[src/rtl/mult_pkg.sv]
// mult_pkg: shared types and defaults for the multiply issue controller.
package mult_pkg;
    typedef enum logic [1:0] {MUL = 2'b00, SMULH = 2'b01, UMULH = 2'b10, RSVD = 2'b11} mult_mode_t;
    typedef enum logic [2:0] {IDLE, START, WAIT, DONE, DRAIN} issue_state_t;
    localparam int DEF_TIMEOUT = 200;
endpackage

[src/rtl/mult_watchdog.sv]
// mult_watchdog: saturating cycle counter; expired holds once TIMEOUT is reached.
module mult_watchdog
    import mult_pkg::*;
#(
    parameter int TIMEOUT = DEF_TIMEOUT
) (
    input  logic clk,
    input  logic reset,
    input  logic clear,
    input  logic en,
    output logic expired
);
    localparam int CW = $clog2(TIMEOUT + 1);
    logic [CW-1:0] count;
    assign expired = count == CW'(TIMEOUT);
    always_ff @(posedge clk or negedge reset) begin
        if (!reset)
            count <= '0;
        else if (clear)
            count <= '0;
        else if (en && !expired)
            count <= count + CW'(1);
    end
endmodule

[src/rtl/mult_issue_ctrl.sv]
// mult_issue_ctrl: EX-stage issue/writeback controller for the iterative multiplier.
// The watchdog also runs during START, so DONE lands exactly TIMEOUT cycles after WAIT entry.
module mult_issue_ctrl
    import mult_pkg::*;
#(
    parameter int WIDTH   = 64,
    parameter int TIMEOUT = DEF_TIMEOUT,
    parameter int RD_W    = 5
) (
    input  logic             clk,
    input  logic             reset,
    input  logic             ex_valid,
    input  logic             ex_is_mult,
    input  logic [1:0]       ex_mode,
    input  logic [WIDTH-1:0] ex_rn,
    input  logic [WIDTH-1:0] ex_rm,
    input  logic [RD_W-1:0]  ex_rd,
    input  logic             flush,
    output logic [1:0]       mult_mode,
    output logic [WIDTH-1:0] multiplicand,
    output logic [WIDTH-1:0] multiplier,
    output logic             start,
    input  logic [WIDTH-1:0] result,
    input  logic             ready,
    output logic             stall,
    output logic             wb_valid,
    output logic [RD_W-1:0]  wb_rd,
    output logic [WIDTH-1:0] wb_data,
    output logic             err
);
    issue_state_t state, next;
    logic issue, active, expired, timeout_hit;

    assign issue       = ex_valid && ex_is_mult && !flush;
    assign active      = state inside {START, WAIT, DRAIN};
    assign start       = state == START;
    assign wb_valid    = state == DONE && !flush;
    assign stall       = (state == IDLE || state == DRAIN) ? issue : (state == START || state == WAIT);
    assign timeout_hit = expired && !ready && ((state == WAIT && !flush) || state == DRAIN);

    mult_watchdog #(.TIMEOUT(TIMEOUT)) u_wdog (
        .clk     (clk),
        .reset   (reset),
        .clear   (!active),
        .en      (active),
        .expired (expired)
    );

    always_comb begin
        next = state;
        case (state)
            IDLE:    next = !issue ? IDLE : (mult_mode_t'(ex_mode) == RSVD) ? DONE : START;
            START:   next = flush ? DRAIN : WAIT;
            WAIT:    next = flush ? DRAIN : (ready || expired) ? DONE : WAIT;
            DONE:    next = IDLE;
            DRAIN:   next = (ready || expired) ? IDLE : DRAIN;
            default: next = IDLE;
        endcase
    end

    always_ff @(posedge clk or negedge reset) begin
        if (!reset) begin
            state        <= IDLE;
            mult_mode    <= '0;
            multiplicand <= '0;
            multiplier   <= '0;
            wb_rd        <= '0;
            wb_data      <= '0;
            err          <= 1'b0;
        end else begin
            state <= next;
            if (state == IDLE && issue) begin
                mult_mode    <= ex_mode;
                multiplicand <= ex_rn;
                multiplier   <= ex_rm;
                wb_rd        <= ex_rd;
                wb_data      <= '0;
            end
            if (state == WAIT && !flush && ready)
                wb_data <= result;
            if (timeout_hit)
                err <= 1'b1;
        end
    end
endmodule

[config.mk]
export PLATFORM = sky130hd
export DESIGN_NAME = mult_issue_ctrl
export DESIGN_NICKNAME = d
export VERILOG_FILES = /design/src/rtl/mult_pkg.sv /design/src/rtl/mult_watchdog.sv /design/src/rtl/mult_issue_ctrl.sv
export SDC_FILE = /design/constraint.sdc
export NUM_CORES = 1
export LEC_CHECK = 0
export CAP_MARGIN = 20
export CORE_AREA = 2 2 157 159
export DETAILED_ROUTE_END_ITERATION = 6
export DIE_AREA = 0 0 159 161
export PLACE_DENSITY = 0.7
export SLEW_MARGIN = 20
export SYNTH_ARGS = -nofsm -noshare
export SYNTH_HDL_FRONTEND = slang
export SYNTH_HIERARCHICAL = 1
export SYNTH_SLANG_ARGS = --single-unit
[constraint.sdc]
create_clock -name clk -period 5.4 [get_ports clk]
set_input_delay 1.08 -clock clk [delete_from_list [all_inputs] [get_ports clk]]
set_output_delay 1.08 -clock clk [all_outputs]
set_load 0.1 [all_outputs]
==> metrics.txt, run 1 <==
total area of multi-input combinational cells=0.00274 mm2; critical path class=reg -> out; DIE HEIGHT=161 um; Die Area=0.0256 mm2; met2 wire length=11,600 um; wire length of the first global-routing pass=36,800 um; commonest non-fill, non-tap cells in the layout=sky130_fd_sc_hd__clkdlybuf4s50_1 (404), sky130_fd_sc_hd__dfrtp_1 (211), sky130_fd_sc_hd__mux2_2 (77), sky130_fd_sc_hd__a22o_1 (64), sky130_fd_sc_hd__mux2_4 (59); synthesis-to-layout area growth=64.7%; mean routed wirelength per cell=18.7 um; TritonCTS Buffers=24; antenna-violating nets left=0; count of different cell masters after synthesis=42; CTS tree=built; delay-heaviest family, CP=buffers and inverters; largest stage delay on the critical path=1.15 ns; vias in the first global route=approximately 6,300; first-iteration detailed-routing DRC count=358; number of resized instances in the post-cts repair step=0; maximum number of pins on one net before global-route repair=approximately 110; post-route setup TNS=0 ns; Filler Cell Count=1,996; CTS clk-pin slew, worst paths=0.06 ns; achievable frequency=279 MHz; WP buf/inv=2; arrival time at the worst endpoint=2.50 ns; slew margin rel.=28.5%; class of the worst hold path=reg -> reg; CTS H-tree lvls=1; Storage cell area=around 0.0053 mm2; DRC violation count after routing=0; max-cap check violation count=0; fraction of layout cells with a size suffix above 1=21.0%; post-route minimum period=3.58 ns; maximum net fanout on the critical path=11; final worst-path setup slack=1.82 ns; estimated wirelength of the detail-placed design=16,800 um; met3 wirelength from detailed routing=2080 um; unrepaired setup endpoints after global routing=no; total global routing track utilization=18.1%; count of input and output buffers=407; setup bufs post-CTS=0; Pins Over Slew Limit=0; final net count=1,125; ordered list of cells on the worst path=nand2_1, inv_1, clkdlybuf4s50_1; insertion delay to the later sink of the worst-skew pair=0.51 ns; Yosys reg bits=211; number of clock sinks=211; total overflow reported by the global router=0; number of instances in the synthesized netlist=509; metal1 wirelength=9150 um; area of the core=0.0240 mm2; Seq/Total Area, Yosys=64.3%; via-per-instance ratio=4.68; vias=5,892; slack of the worst reg-to-reg path=2.81 ns; starting density of the core=34.3%; Pre-Repair DR Iteration Count=4; final setup skew=0.00619 ns; Antenna Cells=0; most common library cell in the layout ignoring fill and taps=sky130_fd_sc_hd__clkdlybuf4s50_1; critical path's slowest cell=sky130_fd_sc_hd__clkdlybuf4s50_1; IO Count=408; required arrival time at the worst endpoint=~4.3 ns; post-synthesis area per instance=16.1 um2; fraction of the cycle the final worst path needs=66.4%; final count of hold timing violations=0; synthesized net count=716; Hold Buf Count CTS=0; DR top layer=met4; post-detailed-routing wire length=23,600 um; crit start category=register; antenna violations before repair=0; Post-Place Worst Slack=between 1.5 and 2 ns; Final Setup Violations=0; measured slew at the worst slew-check pin=around 1.1 ns; critical path capture point type=output port; status=complete, no violations; Max Root-Sink Buffers=3; post-synthesis instance area=0.00822 mm2; floorplan die width=159 um; row cnt=57; Placer Congestion=approximately 0.80; CTS Root Buffer Type=sky130_fd_sc_hd__clkbuf_16; number of warning messages in the yosys log=6
-- worst reg2reg max path: stages, from the launching register on --
cell and delay (ns):
sky130_fd_sc_hd__dfrtp_1 0.50, sky130_fd_sc_hd__nor3_2 0.38, sky130_fd_sc_hd__and2_4 0.79, sky130_fd_sc_hd__buf_12 0.41, sky130_fd_sc_hd__mux2_2 0.39
-- routing by layer --
metal / global-route usage, % / vias up
met4: 6.82 / 0
li1: - / 2674
met1: 21.4 / 2883
met2: 30.9 / 290
met3: 5.93 / 45
met5: 0 / -
-- final timing paths --
kind	start	end	cells past startpoint
max	state[0]$_DFF_PN0_	start	3
min	err$_DFFE_PN0P_	err$_DFFE_PN0P_	1
max reg2reg	state[0]$_DFF_PN0_	multiplicand[38]$_DFFE_PN0P_	4
min reg2reg	err$_DFFE_PN0P_	err$_DFFE_PN0P_	1
max in group asynchronous	reset	multiplier[47]$_DFFE_PN0P_	2
min in group asynchronous	reset	multiplicand[47]$_DFFE_PN0P_	1
-- cell usage after synthesis --
cell	count	area share [%]
sky130_fd_sc_hd__and2_4	1	0.11
sky130_fd_sc_hd__o31ai_1	2	0.18
sky130_fd_sc_hd__ha_1	2	0.30
sky130_fd_sc_hd__nand4_1	2	0.15
sky130_fd_sc_hd__and3_1	1	0.076
sky130_fd_sc_hd__and4bb_2	1	0.15
sky130_fd_sc_hd__a32o_1	1	0.12
sky130_fd_sc_hd__a211o_1	1	0.11
sky130_fd_sc_hd__o21a_1	1	0.091
sky130_fd_sc_hd__o32a_1	1	0.12
sky130_fd_sc_hd__buf_1	2	0.091
sky130_fd_sc_hd__xor2_1	3	0.32
sky130_fd_sc_hd__mux2_2	77	11
sky130_fd_sc_hd__and4_2	1	0.12
sky130_fd_sc_hd__and3b_1	1	0.11
sky130_fd_sc_hd__a311o_1	1	0.12
sky130_fd_sc_hd__dfrtp_1	211	64
sky130_fd_sc_hd__mux2_4	59	11
sky130_fd_sc_hd__a22o_1	64	6.8
sky130_fd_sc_hd__clkbuf_1	7	0.32
sky130_fd_sc_hd__nand3_1	1	0.061
sky130_fd_sc_hd__nand2_1	7	0.32
sky130_fd_sc_hd__nor2_1	10	0.46
sky130_fd_sc_hd__a41oi_1	1	0.11
sky130_fd_sc_hd__and2_1	3	0.23
sky130_fd_sc_hd__or3_2	1	0.091
sky130_fd_sc_hd__or4_1	1	0.091
sky130_fd_sc_hd__o22ai_1	1	0.076
sky130_fd_sc_hd__buf_6	8	1.1
sky130_fd_sc_hd__a31o_2	1	0.11
sky130_fd_sc_hd__inv_1	6	0.27
sky130_fd_sc_hd__nand3_2	1	0.12
sky130_fd_sc_hd__or3_1	1	0.076
sky130_fd_sc_hd__o21ai_2	1	0.11
sky130_fd_sc_hd__or3b_2	1	0.11
sky130_fd_sc_hd__o21ai_0	3	0.18
sky130_fd_sc_hd__nor3_2	1	0.12
sky130_fd_sc_hd__a21oi_1	4	0.24
sky130_fd_sc_hd__mux2i_1	1	0.12
sky130_fd_sc_hd__or2b_1	1	0.091
sky130_fd_sc_hd__nand2b_1	3	0.23
sky130_fd_sc_hd__buf_2	13	0.79
-- cell families after synthesis --
group / count (synthesis) / share of synthesized area (%)
adder cells (fa/ha/maj): 2 / 0.304
AND/OR/NAND/NOR: 38 / 2.71
AO/OA/AOI/OAI: 82 / 8.39
XOR/XNOR: 3 / 0.320
buffers and inverters: 36 / 2.57
multiplexers: 137 / 21.5
flip-flops: 211 / 64.3
-- layout make-up --
cell class | count | share of cell area [%]
clock inverters | 12 | 1.81
well taps | 324 | 3.00
repair buffers | 413 | 30.7
inverters | 6 | 0.166
flip-flops and latches | 211 | 39.0
multi-input cells | 262 | 20.2
clock buffers | 31 | 5.09
-- per-stage QoR --
stage                     utilization [%]  cell area [um2]  hold slack (ns)  instances
after floorplan                         -             8220            0.514        509
after global placement               52.6            12600            0.459       1216
after detailed placement             52.6            12600            0.464       1216
after CTS                            56.5            13500            0.478       1259
after global routing                 56.5            13500            0.484       1259
final                                56.5            13500            0.471       1259
-- sequential cells by signal, indices dropped and copies added (netlist names) --
name and cells:
state 3, err 1, multiplier 64, multiplicand 64
wb_data 64, mult_mode 2, u_wdog/count 8, wb_rd 5
Power of run 1 is left out: the tool's default activity adds up to more than one toggle a clock period on the data nets, which glitch-free logic cannot reach.
==> run 2, diff against run 1 <==
--- a/config.mk
+++ b/config.mk
@@ -6,10 +6,10 @@
 export NUM_CORES = 1
 export LEC_CHECK = 0
 export CAP_MARGIN = 20
-export CORE_AREA = 2 2 157 159
+export CORE_AREA = 2 2 160 162
 export DETAILED_ROUTE_END_ITERATION = 6
-export DIE_AREA = 0 0 159 161
-export PLACE_DENSITY = 0.7
+export DIE_AREA = 0 0 162 164
+export PLACE_DENSITY = 0.68
 export SLEW_MARGIN = 20
 export SYNTH_ARGS = -nofsm -noshare
 export SYNTH_HDL_FRONTEND = slang
==> constraint.sdc (replaced) <==
create_clock -name clk -period 3.4 [get_ports clk]
set_input_delay 0.68 -clock clk [delete_from_list [all_inputs] [get_ports clk]]
set_output_delay 0.68 -clock clk [all_outputs]
set_load 0.1 [all_outputs]
==> metrics.txt, run 2 (synthesis gave the netlist of run 1 again) <==
status=complete, no violations (unchanged); post-route minimum period=2.71 ns; DRC violation count after routing=0 (unchanged); max-cap check violation count=0 (unchanged); maximum number of pins on one net before global-route repair=65 (was 114); insertion delay to the later sink of the worst-skew pair=0.51 ns (about the same); estimated wirelength of the detail-placed design=16,500 um (was 16,800 um); capturing instance or port of the critical path=multiplicand[26] (was start); TritonCTS Buffers=24 (unchanged); Antenna Cells=0 (unchanged); commonest non-fill, non-tap cells in the layout=sky130_fd_sc_hd__clkdlybuf4s50_1 (290), sky130_fd_sc_hd__dfrtp_1 (211), sky130_fd_sc_hd__buf_4 (121), sky130_fd_sc_hd__mux2_2 (77), sky130_fd_sc_hd__a22o_1 (64) (was sky130_fd_sc_hd__clkdlybuf4s50_1 (404), sky130_fd_sc_hd__dfrtp_1 (211), sky130_fd_sc_hd__mux2_2 (77), sky130_fd_sc_hd__a22o_1 (64), sky130_fd_sc_hd__mux2_4 (59)); class of the worst hold path=in -> async (was reg -> reg); number of cells on the critical path=1 (was 3); Pre-Repair DR Iteration Count=4 (unchanged); delay-heaviest family, CP=buffers and inverters (unchanged); Placer Congestion=0.772 (was 0.802); slew margin rel.=32.8% (was 28.5%); largest stage delay on the critical path=1.16 ns (was 1.15 ns); Final Setup Violations=0 (unchanged); count of input and output buffers=407 (unchanged); first-iteration detailed-routing DRC count=298 (was 358); dpl cells=1,226 (was 1,216); Fin Hold WS=0.155 ns (was 0.471 ns); CTS H-tree lvls=1 (unchanged); number of clock sinks=211 (unchanged); crit start category=register (unchanged); Filler Cell Count=2,122 (was 1,996); most common library cell in the layout ignoring fill and taps=sky130_fd_sc_hd__clkdlybuf4s50_1 (unchanged); logic depth of the worst register-to-register path=6 (was 4); total overflow reported by the global router=0 (unchanged); row cnt=58 (was 57); r2r endpoint=u_wdog/count[7]$_DFFE_PN0P_ (was multiplicand[38]$_DFFE_PN0P_); Pins Over Slew Limit=0 (unchanged); final instance count without filler cells=1,269 (was 1,259); post-detailed-routing wire length=22,900 um (was 23,600 um); Max Root-Sink Buffers=3 (unchanged); number of resized instances in the post-cts repair step=0 (unchanged); Die Area=0.0266 mm2 (was 0.0256 mm2); critical path capture point type=output port (unchanged); required arrival time at the worst endpoint=2.72 ns (was 4.32 ns); CTS tree=built (unchanged); measured slew at the worst slew-check pin=1.00 ns (was 1.07 ns); mean routed wirelength per cell=18.0 um (was 18.7 um); CTS clk-pin slew, worst paths=0.06 ns (about the same); DIE HEIGHT=164 um (was 161 um); post-route setup TNS=0 ns (unchanged); WP buf/inv=1 (was 2); slack of the worst reg-to-reg path=1.11 ns (was 2.81 ns); vias in the first global route=5,937 (was 6,295); via-per-instance ratio=4.61 (was 4.68); total global routing track utilization=16.3% (was 18.1%); total area of multi-input combinational cells=0.00274 mm2 (unchanged); Worst Setup SP=multiplicand[26]$_DFFE_PN0P_ (was state[0]$_DFF_PN0_); starting density of the core=33.1% (was 34.3%); critical path class=reg -> out (unchanged); final count of hold timing violations=0 (unchanged); fraction of layout cells with a size suffix above 1=33.2% (was 21.0%); antenna violations before repair=0 (unchanged); final setup skew=0.00714 ns (was 0.00619 ns); floorplan die width=162 um (was 159 um); unrepaired setup endpoints after global routing=no (unchanged); antenna-violating nets left=0 (unchanged); IO Count=408 (unchanged); FF-to-FF Start=state[1]$_DFF_PN0_ (was state[0]$_DFF_PN0_); vias=5,844 (was 5,892); synthesis-to-layout area growth=60.0% (was 64.7%); wire length of the first global-routing pass=34,400 um (was 36,800 um); fraction of the cycle the final worst path needs=79.6%; critical path's slowest cell=sky130_fd_sc_hd__clkdlybuf4s50_1 (unchanged); Largest regs=multiplicand: 64 flops, multiplier: 64 flops, wb_data: 64 flops (unchanged); achievable frequency=around 370 MHz; arrival time at the worst endpoint=2.03 ns (was 2.50 ns); setup bufs post-CTS=0 (unchanged); CTS Root Buffer Type=sky130_fd_sc_hd__clkbuf_16 (unchanged); area of the core=0.0248 mm2 (was 0.0240 mm2); final net count=1,129 (was 1,125); maximum net fanout on the critical path=2 (was 11); ordered list of cells on the worst path=clkdlybuf4s50_1 (was nand2_1, inv_1, clkdlybuf4s50_1); Storage cell area=0.00528 mm2 (unchanged); Hold Buf Count CTS=0 (unchanged)
## run 2: worst min path at each step
| stage | startpoint | end | slack (ns) | cells after the start |
|---|---|---|---|---|
| detailed placement | err$_DFFE_PN0P_ | err$_DFFE_PN0P_ | 0.46 | 1 |
| finish | reset | multiplicand[13]$_DFFE_PN0P_ | 0.15 | 1 |
| CTS | reset | multiplier[45]$_DFFE_PN0P_ | 0.14 | 1 |
| floorplan | reset | err$_DFFE_PN0P_ | 0.38 | 0 |
| global placement | err$_DFFE_PN0P_ | err$_DFFE_PN0P_ | 0.46 | 1 |
| global route | reset | multiplier[51]$_DFFE_PN0P_ | 0.17 | 1 |
## run 2: metrics by stage
step	setup slack (ns)	area, um2	util (%)
CTS	0.651	13200	53.0
finish	0.692	13200	53.0
global route	0.627	13200	53.0
floorplan	0.593	8220	-
global placement	0.660	12400	49.9
detailed placement	0.628	12400	49.9
## run 2: cell type report
type	instances	share of cell area (%)
clock buffers	36	5.60
clock inverters	7	0.285
inverters	6	0.171
multi-input cells	262	20.8
flip-flops and latches	211	40.2
well taps	330	3.14
repair buffers	417	29.8
## run 2: metal layers
| layer | GRT usage (%) | vias to the layer above | share of wire, % |
|---|---|---|---|
| li1 | - | 2664 | - |
| met1 | 21.2 | 2897 | 41 |
| met2 | 27.4 | 250 | 49 |
| met3 | 4.04 | 33 | 7.4 |
| met4 | 4.47 | 0 | 2.1 |
| met5 | 0 | - | 0 |
Power of run 2 is left out for the same reason.
